==> config.mk <==
export PLATFORM = sky130hd
export DESIGN_NAME = cash_payment_accumulator
export DESIGN_NICKNAME = d
export VERILOG_FILES = /design/src/rtl/cash_payment_accumulator.sv
export SDC_FILE = /design/constraint.sdc
export NUM_CORES = 1
export LEC_CHECK = 0
export ABC_AREA = 1
export ABC_CLOCK_PERIOD_IN_PS = 5700
export CORE_MARGIN = 1.5
export CORE_UTILIZATION = 55
export DETAILED_ROUTE_END_ITERATION = 10
export GPL_TIMING_DRIVEN = 0
export PLACE_DENSITY = 0.85
export SYNTH_ARGS = -nofsm -noshare
export SYNTH_HDL_FRONTEND = slang
export SYNTH_SLANG_ARGS = --single-unit
export TNS_END_PERCENT = 5
==> constraint.sdc <==
create_clock -name clk -period 5.7 [get_ports clk]
set_input_delay 0.855 -clock clk [delete_from_list [all_inputs] [get_ports clk]]
set_output_delay 0.855 -clock clk [all_outputs]
set_load 0.02 [all_outputs]
==> src/rtl/cash_payment_accumulator.sv <==
// rtl/cash_payment_accumulator.sv - note acceptor front end: bill session, running total, change and refund
// Optional idle auto-refund is built only when CASH_TIMEOUT_EN is defined.
module cash_payment_accumulator #(
  parameter int AMT_W          = 16,
  parameter int TIMEOUT_CYCLES = 1000
) (
  input  logic             clk,
  input  logic             reset_n,
  input  logic             bill_load,
  input  logic [AMT_W-1:0] bill_amount,
  input  logic             note_valid,
  input  logic [2:0]       note_code,
  input  logic             cancel,
  output logic             note_accept,
  output logic             note_reject,
  output logic [AMT_W-1:0] inserted_total,
  output logic             busy,
  output logic             payment_received,
  output logic [AMT_W-1:0] change_due,
  output logic             change_valid,
  output logic [AMT_W-1:0] refund_amount,
  output logic             refund_valid
);

  localparam logic [1:0] S_IDLE    = 2'd0;
  localparam logic [1:0] S_COLLECT = 2'd1;
  localparam logic [1:0] S_PAID    = 2'd2;
  localparam logic [1:0] S_REFUND  = 2'd3;

  logic [1:0]       r_state;
  logic [AMT_W-1:0] r_bill;
  logic [AMT_W-1:0] r_total;
  logic             r_accept;
  logic             r_reject;

  logic [AMT_W-1:0] w_denom;
  logic             w_code_ok;
  logic [AMT_W:0]   w_sum;
  logic             w_fits;
  logic             w_timeout;

  always_comb begin
    w_denom   = '0;
    w_code_ok = 1'b1;
    case (note_code)
      3'd0:    w_denom = AMT_W'(10);
      3'd1:    w_denom = AMT_W'(20);
      3'd2:    w_denom = AMT_W'(50);
      3'd3:    w_denom = AMT_W'(100);
      3'd4:    w_denom = AMT_W'(200);
      3'd5:    w_denom = AMT_W'(500);
      default: w_code_ok = 1'b0;
    endcase
  end

  // One extra bit catches a total that would wrap past AMT_W.
  assign w_sum  = {1'b0, r_total} + {1'b0, w_denom};
  assign w_fits = w_code_ok && !w_sum[AMT_W];

`ifdef CASH_TIMEOUT_EN
  localparam int CNT_W = $clog2(TIMEOUT_CYCLES + 1);
  logic [CNT_W-1:0] r_idle_cnt;

  always_ff @(posedge clk or negedge reset_n) begin
    if (!reset_n)
      r_idle_cnt <= '0;
    else if (r_state != S_COLLECT || note_valid)
      r_idle_cnt <= '0;
    else
      r_idle_cnt <= r_idle_cnt + 1'b1;
  end

  assign w_timeout = (r_idle_cnt == CNT_W'(TIMEOUT_CYCLES - 1));
`else
  assign w_timeout = 1'b0;
`endif

  always_ff @(posedge clk or negedge reset_n) begin
    if (!reset_n) begin
      r_state  <= S_IDLE;
      r_bill   <= '0;
      r_total  <= '0;
      r_accept <= 1'b0;
      r_reject <= 1'b0;
    end else begin
      r_accept <= 1'b0;
      r_reject <= 1'b0;
      case (r_state)
        S_IDLE: begin
          r_reject <= note_valid;
          if (bill_load && bill_amount != '0) begin
            r_bill  <= bill_amount;
            r_total <= '0;
            r_state <= S_COLLECT;
          end
        end
        S_COLLECT: begin
          // Cancel wins over a note presented in the same cycle.
          if (cancel) begin
            r_reject <= note_valid;
            r_state  <= S_REFUND;
          end else if (note_valid) begin
            if (w_fits) begin
              r_accept <= 1'b1;
              r_total  <= w_sum[AMT_W-1:0];
              if (w_sum[AMT_W-1:0] >= r_bill)
                r_state <= S_PAID;
            end else begin
              r_reject <= 1'b1;
            end
          end else if (w_timeout) begin
            r_state <= S_REFUND;
          end
        end
        S_PAID: begin
          r_reject <= note_valid;
          r_state  <= S_IDLE;
        end
        default: begin
          r_reject <= note_valid;
          r_total  <= '0;
          r_state  <= S_IDLE;
        end
      endcase
    end
  end

  assign note_accept      = r_accept;
  assign note_reject      = r_reject;
  assign inserted_total   = r_total;
  assign busy             = (r_state != S_IDLE);
  assign payment_received = (r_state == S_PAID);
  assign change_valid     = (r_state == S_PAID);
  assign change_due       = (r_state == S_PAID) ? (r_total - r_bill) : '0;
  assign refund_valid     = (r_state == S_REFUND);
  assign refund_amount    = (r_state == S_REFUND) ? r_total : '0;

endmodule

==> results of run 1 <==
state kept, by name, summed over array words and instances, names as in the netlist:
signal	count
inserted_total	15
note_accept	1
note_reject	1
r_bill	16
r_state	2
cell type report:
type	instances	area, um2	share of cell area (%)
multi-input cells	395	2110	49.6
flip-flops and latches	35	876	20.6
repair buffers	75	746	17.5
inverters	74	278	6.52
well taps	75	93.8	2.20
clock buffers	6	72.6	1.70
plain buffers	11	68.8	1.62
clock inverters	2	12.5	0.294
layer usage:
| layer | share of wire, % | routed length [um] | vias up |
|---|---|---|---|
| met5 | 0 | 0 | - |
| met4 | 2.1 | 172 | 0 |
| met2 | 47 | 3920 | 111 |
| met3 | 5.5 | 460 | 13 |
| met1 | 45 | 3770 | 1577 |
| li1 | - | - | 1805 |
kinds of logic (layout without fill, tap and decap cells):
| logic type | Yosys count | count (layout) | synth area share (%) |
|---|---|---|---|
| simple gates | 268 | 268 | 33.3 |
| buf+inv | 85 | 168 | 10.4 |
| compound gates | 77 | 77 | 12.5 |
| fa+ha+maj | 39 | 39 | 15.1 |
| flops | 35 | 35 | 26.3 |
| xor+xnor | 9 | 9 | 2.37 |
| other cells | 1 | 2 | 0.113 |
power by group through the flow:
stage	clock network, uW	registers, uW	logic, uW
2_1_floorplan	0	396	679
3_3_place_gp	0	381	980
3_5_place_dp	0	385	1010
4_1_cts	179	380	1020
5_1_grt	192	389	1140
6_report	180	381	1020
worst paths after layout:
check	slack [ns]	depth (start not counted)	end	startpoint
setup / recovery	1.86	23	r_state[0]	note_code[1]
hold / removal	0.49	2	r_bill[3]	r_bill[3]
setup reg to reg	2.65	20	r_state[0]	inserted_total[1]
hold reg to reg	0.49	2	r_bill[3]	r_bill[3]
max in group asynchronous	4.60	1	r_bill[11]	reset_n
min in group asynchronous	0.63	1	inserted_total[1]	reset_n
through the flow:
step	hold WS (ns)	utilization, %
after floorplan	0.453	-
after global placement	0.472	71.0
after detailed placement	0.478	70.9
after CTS	0.496	72.4
after global routing	0.515	72.4
final	0.492	72.4
critical path, cell delays in order:
cell             delay [ns]
clkdlybuf4s50_1        0.59
inv_1                  0.09
nand2_1                0.08
o21ai_0                0.16
fa_1                   0.46
nand3_1                0.11
nand2_1                0.11
nand4_1                0.10
nand2_1                0.18
nand2_1                0.11
nand2_1                0.05
nand2_1                0.06
inv_1                  0.06
ha_1                   0.29
nand2_1                0.05
inv_1                  0.07
nand2_1                0.06
a21oi_1                0.11
nor2_1                 0.07
a21oi_1                0.18
nand2_1                0.10
nand2_1                0.07
nand2_1                0.04
cell usage in the layout (no fill, tap or decap), drive strengths merged:
cell	Yosys	final
clkdlybuf4s50	0	74
conb	1	2
nor3	5	5
nand2b	1	1
o21ai	15	15
clkinvlp	0	1
nor2	79	79
o21a	4	4
ha	37	37
xnor2	1	1
nand2	145	145
nand3b	1	1
nand4	5	5
fa	2	2
buf	6	7
o21bai	2	2
a21o	4	4
a31oi	1	1
xor2	8	8
a21oi	51	51
dfrtp	35	35
or2	1	1
nand3	31	31
clkbuf	5	11
inv	74	74
clkinv	0	1
==> impl_metrics.toml, run 1 <==
[yosys]
synth.distinct_cells = 31
syn_area_per_cell_um2 = 6.48
synth-main-ff-cell = "dfrtp_1"
netlist_area_um2 = 3330
synth_area_leader_cell = "dfrtp_1"
ys_ff_latch = 35
yosys-top-cells-count = "143 x nand2_1, 78 x nor2_1, 74 x inv_1"
yosysWarnings = 0
async_flop_share_pct = 100
synth.area.top_cells = "dfrtp_1 26%, nand2_1 16%, ha_1 14%"
synth_edf_count = 0
synth_seq_area_share_pct = 26.3
synth_top_area_share_pct = 26.3
synthCells = 514
synth.most_common_cell = "nand2_1"

[job]
cap_violations = 0

[global_route]
track_usage_pct = 27.6
grt_max_degree = 36
use_met2_pct = 46.0
grt_pass1_vias = 3166
antenna_found_initial = 0
grt_use_met3_pct = 4.72
grt_pass1_wl_um = 14000
grt-ovfl-total = 0
grt_use_met1_pct = 35.9
grt_busiest_layer = "met2"

[drt]
vias_per_cell = 5.21
ant_nets = 0
wl_per_cell_um = 12.4
routed_wl_um = 8320
drtIter0Drc = 253
drc_errors = 0
vias = 3506
drtPass1Iterations = 5

[hold_path]
hold_path.class = "reg -> reg"

[timing]
post-route-period-util_pct = 67.4
max_freq_mhz = 260
period_needed_ns = 3.84
tns_ns = 0
hold_violations = 0
grt_setup_unrepaired = "no"
setup_viol = 0
slew_violations = 0
fin_skew_ns = 0.00296
slew_headroom_pct = 49.7
fin_ws_ns = 1.86
tightest_slew_ns = 0.755

[power_and_ir_drop]
power.density_nw_per_um2 = 372
power_frac_comb_pct = 64.6
p_sw_uw = 789
clockPowerShare_pct = 11.4
p_int_uw = 795
p_leak_uw = 0.00227
total_power_uw = 1580
power_frac_seq_pct = 24.0
peakVddDrop_v = 0.000237
switching_share_pct = 49.8

[layout]
antenna_cells = 0
fill_cells = 511
drive_gt1_share_pct = 3.68
final_area_um2 = 4260
stdcell_count = 673
nNetsFinal = 660
area_growth_pct = 27.9

[clock_tree]
cts_sinks = 35
cts_tree = "yes"
clk_pin_slew_ns = 0.07
htreeDepth = 2
cts_resized = 0
postCtsSetupRepairBufs = 0
root_buffer = "clkbuf_8"
ctsHoldBuffers = 0
clock_latency_ns = 0.29
numCtsBuffers = 5
cts_buffer_depth = 2

[floorplan]
initial_core_util_pct = 56.6
ios = 78
dieHeight_um = 80.8
die_w_um = 80.8
dieArea_um2 = 6530
rows = 28
core_um2 = 5890

[setup_path]
cp-start-kind = "input port"
cp.required_ns = 5.89
critical_path.endpoint_type = "flop"
cp_max_fo = 7
crit_type = "in -> reg"
worstPathArrival_ns = 4.03

[placed_design]
place_inst = 665
dp_slack_ns = 1.63
place_area_um2 = 4180
numPortBuffers = 75
gp_congestion = 0.932
dpl.hpwl_um = 6780

[status]
status = "finished, final reports clean"
Power figures use the tool's default switching activity.
==> run 2: changes to the inputs <==
Settings changed: ABC_CLOCK_PERIOD_IN_PS 5700 to 3450, CORE_UTILIZATION 55 to 46, PLACE_DENSITY 0.85 to 0.75.
Clock period 5.7 ns to 3.45 ns, I/O delays scaled along.
==> run 2 against run 1 <==
  * Register-to-register slack worse by 2.2 ns
  * Critical endpoint is now change_due[10]
  * Count of clock-buffer cells in the layout stayed put
  * Largest power group unchanged
  * Design area grew 1.4%
  * Cell count increased by 3.3%
  * Total power rose by 68%
  * Via count is 0.94% lower
  * Sequential share of layout area decreased by 0.27 points
  * Flip-flop and latch count is the same
  * Highest routed layer unchanged
  * First-iteration DRC count fell by 14%
  * Combinational power up 70%
  * Global-route usage fell by 2.9 points
==> impl_metrics.toml, run 2 (same netlist as run 1, synthesis figures left out) <==
[floorplan]
dieArea_um2 = 7760
initial_core_util_pct = 48.2
ios = 78
rows = 30
die_w_um = 88.1
core_um2 = 6910
dieHeight_um = 88.1

[layout]
fill_cells = 678
drive_gt1_share_pct = 5.34
area_growth_pct = 29.6
postLayoutCoreUtil_pct = 62.5
antenna_cells = 0
largest_reg_flops = 16
max_flop_register = "r_bill"
nNetsFinal = 661
layout.cells.most_common_list = "140 x nand2_1, 77 x nor2_1, 74 x inv_1"
final_common_cell = "nand2_1"

[clock_tree]
clk_pin_slew_ns = 0.08
cts_buffer_depth = 2
numCtsBuffers = 5
cts_tree = "yes"
cts_sinks = 35
ctsHoldBuffers = 0
clock_latency_ns = 0.29
htreeDepth = 2
root_buffer = "clkbuf_8"

[global_route]
antenna_found_initial = 0
track_usage_pct = 24.6
grt-ovfl-total = 0
grt_pass1_wl_um = 14700
grt_pass1_vias = 3219
grt_max_degree = 36

[power_and_ir_drop]
p_leak_uw = 0.00230
peakVddDrop_v = 0.000399
total_power_uw = 2660
power.density_nw_per_um2 = 616

[drt]
drc_errors = 0
vias_per_cell = 5.00
drtIter0Drc = 218
routed_wl_um = 9110
wl_per_cell_um = 13.1
drtPass1Iterations = 4
vias = 3473
ant_nets = 0

[setup_path]
cp_max_fo = 6
cp.required_ns = 2.93
critPathBufInv = 2
slowest_delay_ns = 0.60
crit_path_top_delay_cell = "clkdlybuf4s50_1"
crit_type = "reg -> out"
cp_common_cell = "nand2_1"
critPathTopFamily = "simple AND/OR/NAND/NOR gates"
path_cells = "ha_1 -> nand3_1 -> nand2_1 -> nand2_1 -> nand2_1 -> inv_1 -> nor2_1 -> nand2_1 -> nand2_1 -> nor2_1 -> nor2_1 -> clkdlybuf4s50_1"
worstPathArrival_ns = 2.72
critical_path.endpoint_type = "output port"
cp-start-kind = "flop"

[job]
cap_violations = 0

[timing]
hold_violations = 0
setup_viol = 0
slew_headroom_pct = 47.2
whs_ns = 0.308
tns_ns = 0
max_freq_mhz = 309
post-route-period-util_pct = 93.8
period_needed_ns = 3.24
slew_violations = 0
grt_setup_unrepaired = "no"
tightest_slew_ns = 0.792
fin_skew_ns = 0.00699

[placed_design]
gp_congestion = 0.909
numPortBuffers = 75
dpl.hpwl_um = 7350

[status]
status = "finished, final reports clean"

[hold_path]
hold_path.class = "in -> async"
## run 2: cell count changes in the layout (fill, tap and decap cells not counted), moves of 2 or more
cell / change
dlymetal6s2s_1: +2
clkdlybuf4s50_1: -3
nand2_1: -3
nand2_2: +3
## run 2: layout make-up
class,instances,area [um2],area share [%]
timing repair buffer,76,753,17.4
tap,96,120,2.78
clock buffer,6,72.6,1.68
sequential,35,876,20.3
buffer,11,68.8,1.59
multi-input combinational,395,2140,49.5
clock inverter,2,12.5,0.290
inverter,74,278,6.43
## run 2: metrics by stage
| step | instance area, um2 | setup slack [ns] | instances |
|---|---|---|---|
| 6_report | 4320 | 0.215 | 695 |
| 5_1_grt | 4320 | 0.00415 | 695 |
| 4_1_cts | 4290 | 0.0568 | 694 |
| 3_5_place_dp | 4200 | -0.445 | 686 |
| 3_3_place_gp | 4210 | -0.256 | 686 |
| 2_1_floorplan | 3340 | 0.639 | 515 |
## run 2: routing by layer
metal,up-vias,share of wire [%],GRT usage (%)
met1,1550,46,33.8
met5,-,0,0
met3,12,5.6,3.02
met4,0,2.0,8.81
li1,1799,-,-
met2,112,47,40.0
## run 2: worst paths after layout
kind                              startpoint                 end  slack (ns)  cells past startpoint
setup / recovery           inserted_total[2]      change_due[10]        0.21                     12
hold / removal                       reset_n           r_bill[2]        0.31                      1
setup reg to reg           inserted_total[1]          r_state[0]        0.46                     20
hold reg to reg                    r_bill[3]           r_bill[3]        0.50                      2
max in group asynchronous            reset_n  inserted_total[14]        2.64                      1
min in group clk                   r_bill[3]           r_bill[3]        0.50                      2
## run 2: what timing repair did
item | 4_1_cts | 5_1_grt
endpoints found under the setup margin | 2 | 4
buffers inserted | 0 | 1
gates resized for setup | 4 | 10
pin swaps | 0 | 4
## run 2: worst reg2reg max path, delay by kind of cell, from the launching register on
kind | cells | cell delay, ns
fa+ha+maj | 3 | 0.97
simple gates | 14 | 1.15
buf+inv | 2 | 0.12
compound gates | 1 | 0.15
flops | 1 | 0.48
## run 2: power breakdown
group          switching, uW  internal [uW]  leakage [uW]
Sequential              88.5            540      0.000434
Combinational           1090            637       0.00183
Clock                    163            141     0.0000412
Total                   1340           1320       0.00230
